File: src/rtl/four_three_demux_bank_pkg.sv
// rtl/four_three_demux_bank_pkg.sv - shared widths and FSM state encodings for the demux bank
package four_three_demux_bank_pkg;

    localparam int DEF_WIDTH = 4;
    localparam int DEF_SEL_W = 3;

    typedef enum logic {
        ST_IDLE  = 1'b0,
        ST_BURST = 1'b1
    } state_t;

endpackage

File: src/rtl/four_three_demux_bank_decoder.sv
// rtl/four_three_demux_bank_decoder.sv - SEL_W-to-2**SEL_W one-hot decoder with enable
module three_eight_decoder
    import four_three_demux_bank_pkg::*;
#(
    parameter int SEL_W = DEF_SEL_W
) (
    input  logic                  en,
    input  logic [SEL_W-1:0]      sel,
    output logic [(1<<SEL_W)-1:0] onehot
);

    always_comb begin
        onehot = '0;
        if (en) begin
            onehot[sel] = 1'b1;
        end
    end

endmodule

File: src/rtl/four_three_demux_bank.sv
// rtl/four_three_demux_bank.sv - registered 1-to-8 distributor of 4-bit words with wrapping burst mode
module four_three_demux_bank
    import four_three_demux_bank_pkg::*;
#(
    parameter int WIDTH = DEF_WIDTH,
    parameter int SEL_W = DEF_SEL_W,
    parameter int NUM   = 1 << SEL_W
) (
    input  logic                 clk,
    input  logic                 rst_n,
    input  logic                 clear,
    input  logic                 in_valid,
    output logic                 in_ready,
    input  logic [WIDTH-1:0]     in_data,
    input  logic [SEL_W-1:0]     in_sel,
    input  logic                 burst,
    input  logic [SEL_W-1:0]     burst_len,
    output logic [NUM*WIDTH-1:0] out_q,
    output logic [NUM-1:0]       out_wr,
    output logic                 busy,
    output logic                 done
);

    localparam logic [SEL_W-1:0] ONE = 1;

    state_t                         state, state_nxt;
    logic [SEL_W-1:0]               ptr, ptr_nxt;
    logic [SEL_W-1:0]               remaining, remaining_nxt;
    logic [NUM-1:0][WIDTH-1:0]      regs;
    logic [NUM-1:0]                 wr_en;
    logic [SEL_W-1:0]               wr_idx;
    logic                           accept;
    logic                           last;

    assign in_ready = !clear;
    assign accept   = in_valid && in_ready;
    assign busy     = (state == ST_BURST);
    assign out_q    = regs;
    assign wr_idx   = (state == ST_IDLE) ? in_sel : ptr;

    three_eight_decoder #(.SEL_W(SEL_W)) u_dec (
        .en     (accept),
        .sel    (wr_idx),
        .onehot (wr_en)
    );

    always_comb begin
        state_nxt     = state;
        ptr_nxt       = ptr;
        remaining_nxt = remaining;
        last          = 1'b0;
        if (accept) begin
            if (state == ST_IDLE) begin
                if (!burst || burst_len == '0) begin
                    last = 1'b1;
                end else begin
                    ptr_nxt       = in_sel + ONE;
                    remaining_nxt = burst_len;
                    state_nxt     = ST_BURST;
                end
            end else begin
                ptr_nxt       = ptr + ONE;
                remaining_nxt = remaining - ONE;
                if (remaining == ONE) begin
                    last      = 1'b1;
                    state_nxt = ST_IDLE;
                end
            end
        end
    end

    always_ff @(posedge clk or negedge rst_n) begin
        if (!rst_n) begin
            state     <= ST_IDLE;
            ptr       <= '0;
            remaining <= '0;
            out_wr    <= '0;
            done      <= 1'b0;
        end else begin
            state     <= state_nxt;
            ptr       <= ptr_nxt;
            remaining <= remaining_nxt;
            out_wr    <= wr_en;
            done      <= last;
        end
    end

    // clear wins over any write; wr_en is already zero then since in_ready is low
    always_ff @(posedge clk or negedge rst_n) begin
        if (!rst_n) begin
            regs <= '0;
        end else if (clear) begin
            regs <= '0;
        end else begin
            for (int i = 0; i < NUM; i++) begin
                if (wr_en[i]) begin
                    regs[i] <= in_data;
                end
            end
        end
    end

endmodule

File: config.mk
export PLATFORM = sky130hd
export DESIGN_NAME = four_three_demux_bank
export DESIGN_NICKNAME = d
export VERILOG_FILES = /design/src/rtl/four_three_demux_bank_pkg.sv /design/src/rtl/four_three_demux_bank_decoder.sv /design/src/rtl/four_three_demux_bank.sv
export SDC_FILE = /design/constraint.sdc
export NUM_CORES = 1
export LEC_CHECK = 0
export CELL_PAD_IN_SITES_DETAIL_PLACEMENT = 2
export CELL_PAD_IN_SITES_GLOBAL_PLACEMENT = 2
export CORE_MARGIN = 8
export CORE_UTILIZATION = 31
export DETAILED_ROUTE_END_ITERATION = 8
export GPL_ROUTABILITY_DRIVEN = 0
export PLACE_DENSITY_LB_ADDON = 0.3
export SKIP_CTS_REPAIR_TIMING = 1
export SLEW_MARGIN = 20
export SYNTH_ARGS = -nofsm -noshare
export SYNTH_HDL_FRONTEND = slang
export SYNTH_SLANG_ARGS = --single-unit
export TNS_END_PERCENT = 10
File: constraint.sdc
create_clock -name clk -period 2.1 [get_ports clk]
set_clock_uncertainty 0.05 [all_clocks]
set_input_delay 0.525 -clock clk [delete_from_list [all_inputs] [get_ports clk]]
set_output_delay 0.525 -clock clk [all_outputs]
set_load 0.01 [all_outputs]
==> run_results.csv, run 1 <==
group,metric,value,unit
status,status,"finished, final reports clean",
floorplanning,pin_count,58,
timing,drv_slew,0,
setup_path,reg2reg_from,"busy",
worst_hold_path,min_path_type,"primary input to asynchronous set/reset pin",
routing,avgRoutedWirePerCell,18.0,µm
cells_and_area,instances_no_fill,356,
timing,max_slew_margin,0.612,
timing,rsz0062_at_grt,"no",
setup_path,reg2reg_slack,0.36,ns
cells_and_area,final_nets,274,
clock_network,clkTransAtPathRegs,0.09,ns
cells_and_area,antennaDiodeCount,0,
routing,dr.first_iter.drc_count,47,
setup_path,crit_chain,"clkdlybuf4s50_1",
timing,max_freq,0.501,GHz
floorplanning,die_area,0.0103,mm²
floorplanning,die_w,102,µm
power_and_ir_drop,vdd_ir_drop_max,0.359,mV
timing,setup_viol,0,
synthesis,synth_ff_type,"dfrtp_1",
routing,wl_met3,272,µm
setup_path,worstPathRequired,1.52,ns
timing,whs,0.159,ns
routing,drc,0,
synthesis,ys_seq_area_frac,0.529,
synthesis,synth_fp_nets,204,
synthesis,synthTopCellsByArea,"dfrtp_1 53%, mux2i_1 15%, nand2_1 5.5%, o211ai_4 4.7%, inv_1 2.6%",
timing,final.period_utilization,0.951,
synthesis,synthArstFlopShare,1.00,
setup_path,critical_path_class,"register to output port",
cells_and_area,drive_above_1_share,0.171,
synthesis,ys_ff_latch,48,
routing,via_per_inst,4.70,
setup_path,path_buf_inv,1,
timing,worst_slew_pin_slew,0.583,ns
clock_network,clk_path_buf_depth,2,
synthesis,syn-mean-instance-area,12.2,µm²
clock_network,numCtsBuffers,5,
global_route,grt_pass1_wl,10300,µm
power_and_ir_drop,p_leak,1.59,nW
timing,hold_violations,0,
routing,wl_met2,3340,µm
global_route,antenna_found_initial,0,
run,cap_violations,0,
synthesis,synth_top_cell_by_area,"dfrtp_1",
global_route,grt_start_max_net_pins,33,
synthesis,synth_top_area_frac,0.529,
global_route,grt_use_total,0.131,
clock_network,cts_tree,"built",
setup_path,critPathCaptureType,"output port",
routing,vias,1672,
setup_path,critical-path-top-delay-family,"buffers and inverters",
timing,final.min_clock_period,2.00,ns
synthesis,synth_warnings,0,
floorplanning,rows,31,
setup_path,cp_max_fo,5,
placed_design,dp_hpwl,4820,µm
setup_path,critPathSlowestCell,"clkdlybuf4s50_1",
synthesis,synth_area,0.00227,mm²
routing,top_layer,"met4",
routing,wl_met1,2720,µm
setup_path,cp-start-kind,"register",
clock_network,cts-root-buf,"clkbuf_8",
placed_design,dp.cells,348,
clock_network,clkLatencyLatePin,0.30,ns
clock_network,h-tree-depth,2,
floorplanning,start_util,0.317,
synthesis,synth-edff-count,0,
floorplanning,dieHeight,102,µm
routing,wl,6400,µm
setup_path,worstPathArrival,1.42,ns
clock_network,clock-sinks,48,
synthesis,synthTopCellsByCount,"48 x dfrtp_1, 35 x mux2i_1, 33 x nand2_1",
floorplanning,core,0.00718,mm²
setup_path,r2r_end,"ptr[2]",
synthesis,yosysMostFrequentCell,"dfrtp_1",
routing,drtPass1Iterations,3,
routing,drtAntennaViolNets,0,
setup_path,cpPeakStageDelay,0.60,ns
synthesis,netlist-cell-type-count,33,
global_route,grt_pass1_vias,1819,
synthesis,post_synth_inst_count,186,
global_route,grt-ovfl-total,0,
cells_and_area,syn_to_final_growth,38.3,%
placed_design,io_buffers,57,
setup_path,reg2regPathDepth,5,
power_and_ir_drop,pwr_density_cell,917,mW/mm²
per-stage QoR:
stage	setup TNS (ns)	power [mW]	setup slack (ns)	area, µm²	util
2_1_floorplan	0	1.84	0.125	2270	-
3_3_place_gp	-0.735	2.28	-0.136	3040	0.424
3_5_place_dp	-1.20	2.34	-0.132	3040	0.424
4_1_cts	-0.154	2.95	-0.154	3140	0.437
5_1_grt	0	3.07	0.0268	3140	0.438
6_report	0	2.88	0.102	3140	0.438
worst max path at each step:
| stage | endpoint | slack, ns | from | depth (start not counted) |
|---|---|---|---|---|
| detailed placement | in_ready | -0.13 | clear | 3 |
| floorplan | ptr[2] | 0.13 | busy | 7 |
| CTS | in_ready | -0.15 | clear | 3 |
| global route | busy | 0.03 | busy | 1 |
| finish | busy | 0.10 | busy | 1 |
| global placement | in_ready | -0.14 | clear | 3 |
layout make-up:
cell class,count,area (µm²)
clock buffers,6,82.6
clock inverters,2,15.0
fillers,735,4030
inverters,17,66.3
multi-input cells,115,970
flip-flops and latches,48,1200
well taps,99,124
repair buffers,69,683
layer usage:
layer,vias up,GRT usage
li1,772,-
met1,859,0.158
met2,35,0.228
met3,6,0.0309
met4,0,0.0344
met5,-,0
registers in the layout (all words and copies together) (netlist names):
name	flops
out_wr	8
remaining	3
ptr	3
done	1
busy	1
out_q	32
cells in the final DEF, fill, tap and decap left out, drive strengths merged:
| master | n |
|---|---|
| mux2i | 36 |
| nor3 | 2 |
| a22o | 1 |
| and3 | 1 |
| mux2 | 3 |
| nor4 | 1 |
| dfrtp | 48 |
| nand2b | 4 |
| o311ai | 1 |
| o31ai | 3 |
| o211ai | 9 |
| nor3b | 3 |
| and3b | 3 |
| nor2 | 2 |
| dlymetal6s2s | 1 |
| clkbuf | 6 |
| inv | 17 |
| ha | 3 |
| a31o | 1 |
| nor4bb | 1 |
| nor2b | 2 |
| clkdlybuf4s50 | 55 |
| buf | 13 |
| xnor2 | 1 |
| clkinvlp | 2 |
| nand2 | 33 |
| or3 | 1 |
| o21ai | 3 |
| a211oi | 1 |
cells by family after synthesis:
kind of cell / after synthesis / share of synthesized area
flip-flops: 48 / 0.529
AND/OR/NAND/NOR: 53 / 0.129
XOR/XNOR: 1 / 0.00386
buffers and inverters: 23 / 0.0446
AO/OA/AOI/OAI: 19 / 0.0980
multiplexers: 39 / 0.179
adder cells (fa/ha/maj): 3 / 0.0165
where the power goes:
| part | total, mW | internal (mW) | switching (mW) |
|---|---|---|---|
| sequential | 1.20 | 1.08 | 0.127 |
| combinational | 1.08 | 0.541 | 0.538 |
| clock | 0.598 | 0.267 | 0.331 |
| total | 2.88 | 1.89 | 0.996 |
No activity file was read; power rests on OpenSTA's default activity.
==> run 2, diff against run 1 <==
--- a/config.mk
+++ b/config.mk
@@ -7,7 +7,7 @@
 export LEC_CHECK = 0
 export CELL_PAD_IN_SITES_DETAIL_PLACEMENT = 2
 export CELL_PAD_IN_SITES_GLOBAL_PLACEMENT = 2
-export CORE_MARGIN = 8
+export CORE_MARGIN = 2
 export CORE_UTILIZATION = 31
 export DETAILED_ROUTE_END_ITERATION = 8
 export GPL_ROUTABILITY_DRIVEN = 0
==> run_results.csv, run 2 (same netlist as run 1, synthesis figures left out) <==
group,metric,value,unit
status,status,"finished, final reports clean",
clock_network,h-tree-depth,2,
routing,drtPass1Iterations,2,
worst_hold_path,min_path_type,"primary input to asynchronous set/reset pin",
setup_path,path_buf_inv,1,
timing,setup_viol,0,
floorplanning,rows,31,
timing,worst_slew_pin_slew,0.447,ns
power_and_ir_drop,vdd_ir_drop_max,0.484,mV
run,cap_violations,0,
timing,hold_violations,0,
cells_and_area,final_core_util,0.436,
floorplanning,die_w,89.6,µm
cells_and_area,final_nets,272,
setup_path,cp_max_fo,12,
global_route,grt_pass1_wl,9400,µm
global_route,grt_start_max_net_pins,33,
setup_path,cp-start-kind,"register",
setup_path,critPathSlowestCell,"clkdlybuf4s50_1",
floorplanning,core,0.00718,mm²
floorplanning,dieHeight,89.6,µm
cells_and_area,largest_reg_flops,32,
global_route,grt-ovfl-total,0,
clock_network,clock-sinks,48,
placed_design,dp.cells,346,
routing,drtAntennaViolNets,0,
setup_path,critical_path_class,"register to output port",
clock_network,clkTransAtPathRegs,0.10,ns
setup_path,cpPeakStageDelay,0.59,ns
floorplanning,die_area,0.00803,mm²
global_route,grt_use_total,0.156,
power_and_ir_drop,pwr_density_cell,910,mW/mm²
setup_path,critPathCaptureType,"output port",
cells_and_area,antennaDiodeCount,0,
cells_and_area,final_common_cell,"clkdlybuf4s50_1",
global_route,antenna_found_initial,0,
power_and_ir_drop,p_leak,1.59,nW
timing,whs,0.108,ns
setup_path,critical-path-top-delay-family,"buffers and inverters",
timing,drv_slew,0,
cells_and_area,fillers,724,
routing,via_per_inst,4.69,
placed_design,dp_hpwl,4330,µm
setup_path,worstPathRequired,1.52,ns
clock_network,cts_tree,"built",
clock_network,cts-root-buf,"clkbuf_8",
cells_and_area,syn_to_final_growth,37.6,%
routing,avgRoutedWirePerCell,16.3,µm
floorplanning,pin_count,58,
cells_and_area,multi_input_area,970,µm²
timing,max_freq,0.501,GHz
cells_and_area,regArea,0.00120,mm²
timing,final.period_utilization,0.950,
placed_design,io_buffers,57,
power_and_ir_drop,power,2.85,mW
clock_network,clkLatencyLatePin,0.30,ns
global_route,grt_pass1_vias,1779,
routing,dr.first_iter.drc_count,40,
timing,final.min_clock_period,2.00,ns
routing,drc,0,
timing,finalSetupTns,0,ns
setup_path,crit_chain,"clkdlybuf4s50_1",
floorplanning,start_util,0.317,
cells_and_area,drive_above_1_share,0.169,
setup_path,reg2reg_slack,0.36,ns
cells_and_area,layout_common_cells,"55 x clkdlybuf4s50_1, 47 x dfrtp_1, 35 x mux2i_1",
routing,vias,1662,
clock_network,numCtsBuffers,5,
cells_and_area,instances_no_fill,354,
timing,rsz0062_at_grt,"no",
timing,max_slew_margin,0.702,
routing,wl,5770,µm
setup_path,worstPathArrival,1.42,ns
clock_network,clk_path_buf_depth,2,
## run 2: changes by cell type in the layout (fill, tap and decap cells not counted), sizes merged
cell      change
buf           -2
clkinvlp      -2
clkinv        +1
inv           +1
## run 2: cell type report
class | instances | share of cell area
Tap cell | 99 | 0.0396
Sequential cell | 48 | 0.385
Inverter | 17 | 0.0212
Clock buffer | 6 | 0.0264
Multi-Input combinational cell | 115 | 0.310
Clock inverter | 2 | 0.00440
Timing Repair Buffer | 67 | 0.214
## run 2: stage by stage
| stage | area [µm²] | worst slack (ns) |
|---|---|---|
| after floorplan | 2270 | 0.125 |
| after global placement | 3030 | -0.123 |
| after detailed placement | 3030 | -0.130 |
| after CTS | 3120 | -0.132 |
| after global routing | 3130 | 0.0253 |
| final | 3130 | 0.104 |
## run 2: path summary, 6_finish.rpt
| kind | from | to | depth (start not counted) |
|---|---|---|---|
| hold reg to reg | out_q[26] | out_q[26] | 2 |
| setup reg to reg | busy | ptr[2] | 5 |
| hold / removal | rst_n | ptr[1] | 1 |
| max in group asynchronous | rst_n | out_q[20] | 2 |
| min in group clk | out_q[26] | out_q[26] | 2 |
| setup / recovery | busy | busy | 1 |
## run 2: layer usage
metal | global-route usage | up-vias | share of wire
met5 | 0 | - | 0
met3 | 0.0229 | 5 | 0.025
met4 | 0.0407 | 0 | 0.0088
li1 | - | 771 | -
met2 | 0.258 | 32 | 0.52
met1 | 0.214 | 854 | 0.45
## run 2: power by group
| part | switching (mW) | internal (mW) | leakage (nW) |
|---|---|---|---|
| sequential | 0.138 | 1.08 | 0.644 |
| clock | 0.329 | 0.270 | 0.0516 |
| combinational | 0.502 | 0.528 | 0.892 |
| total | 0.969 | 1.88 | 1.59 |
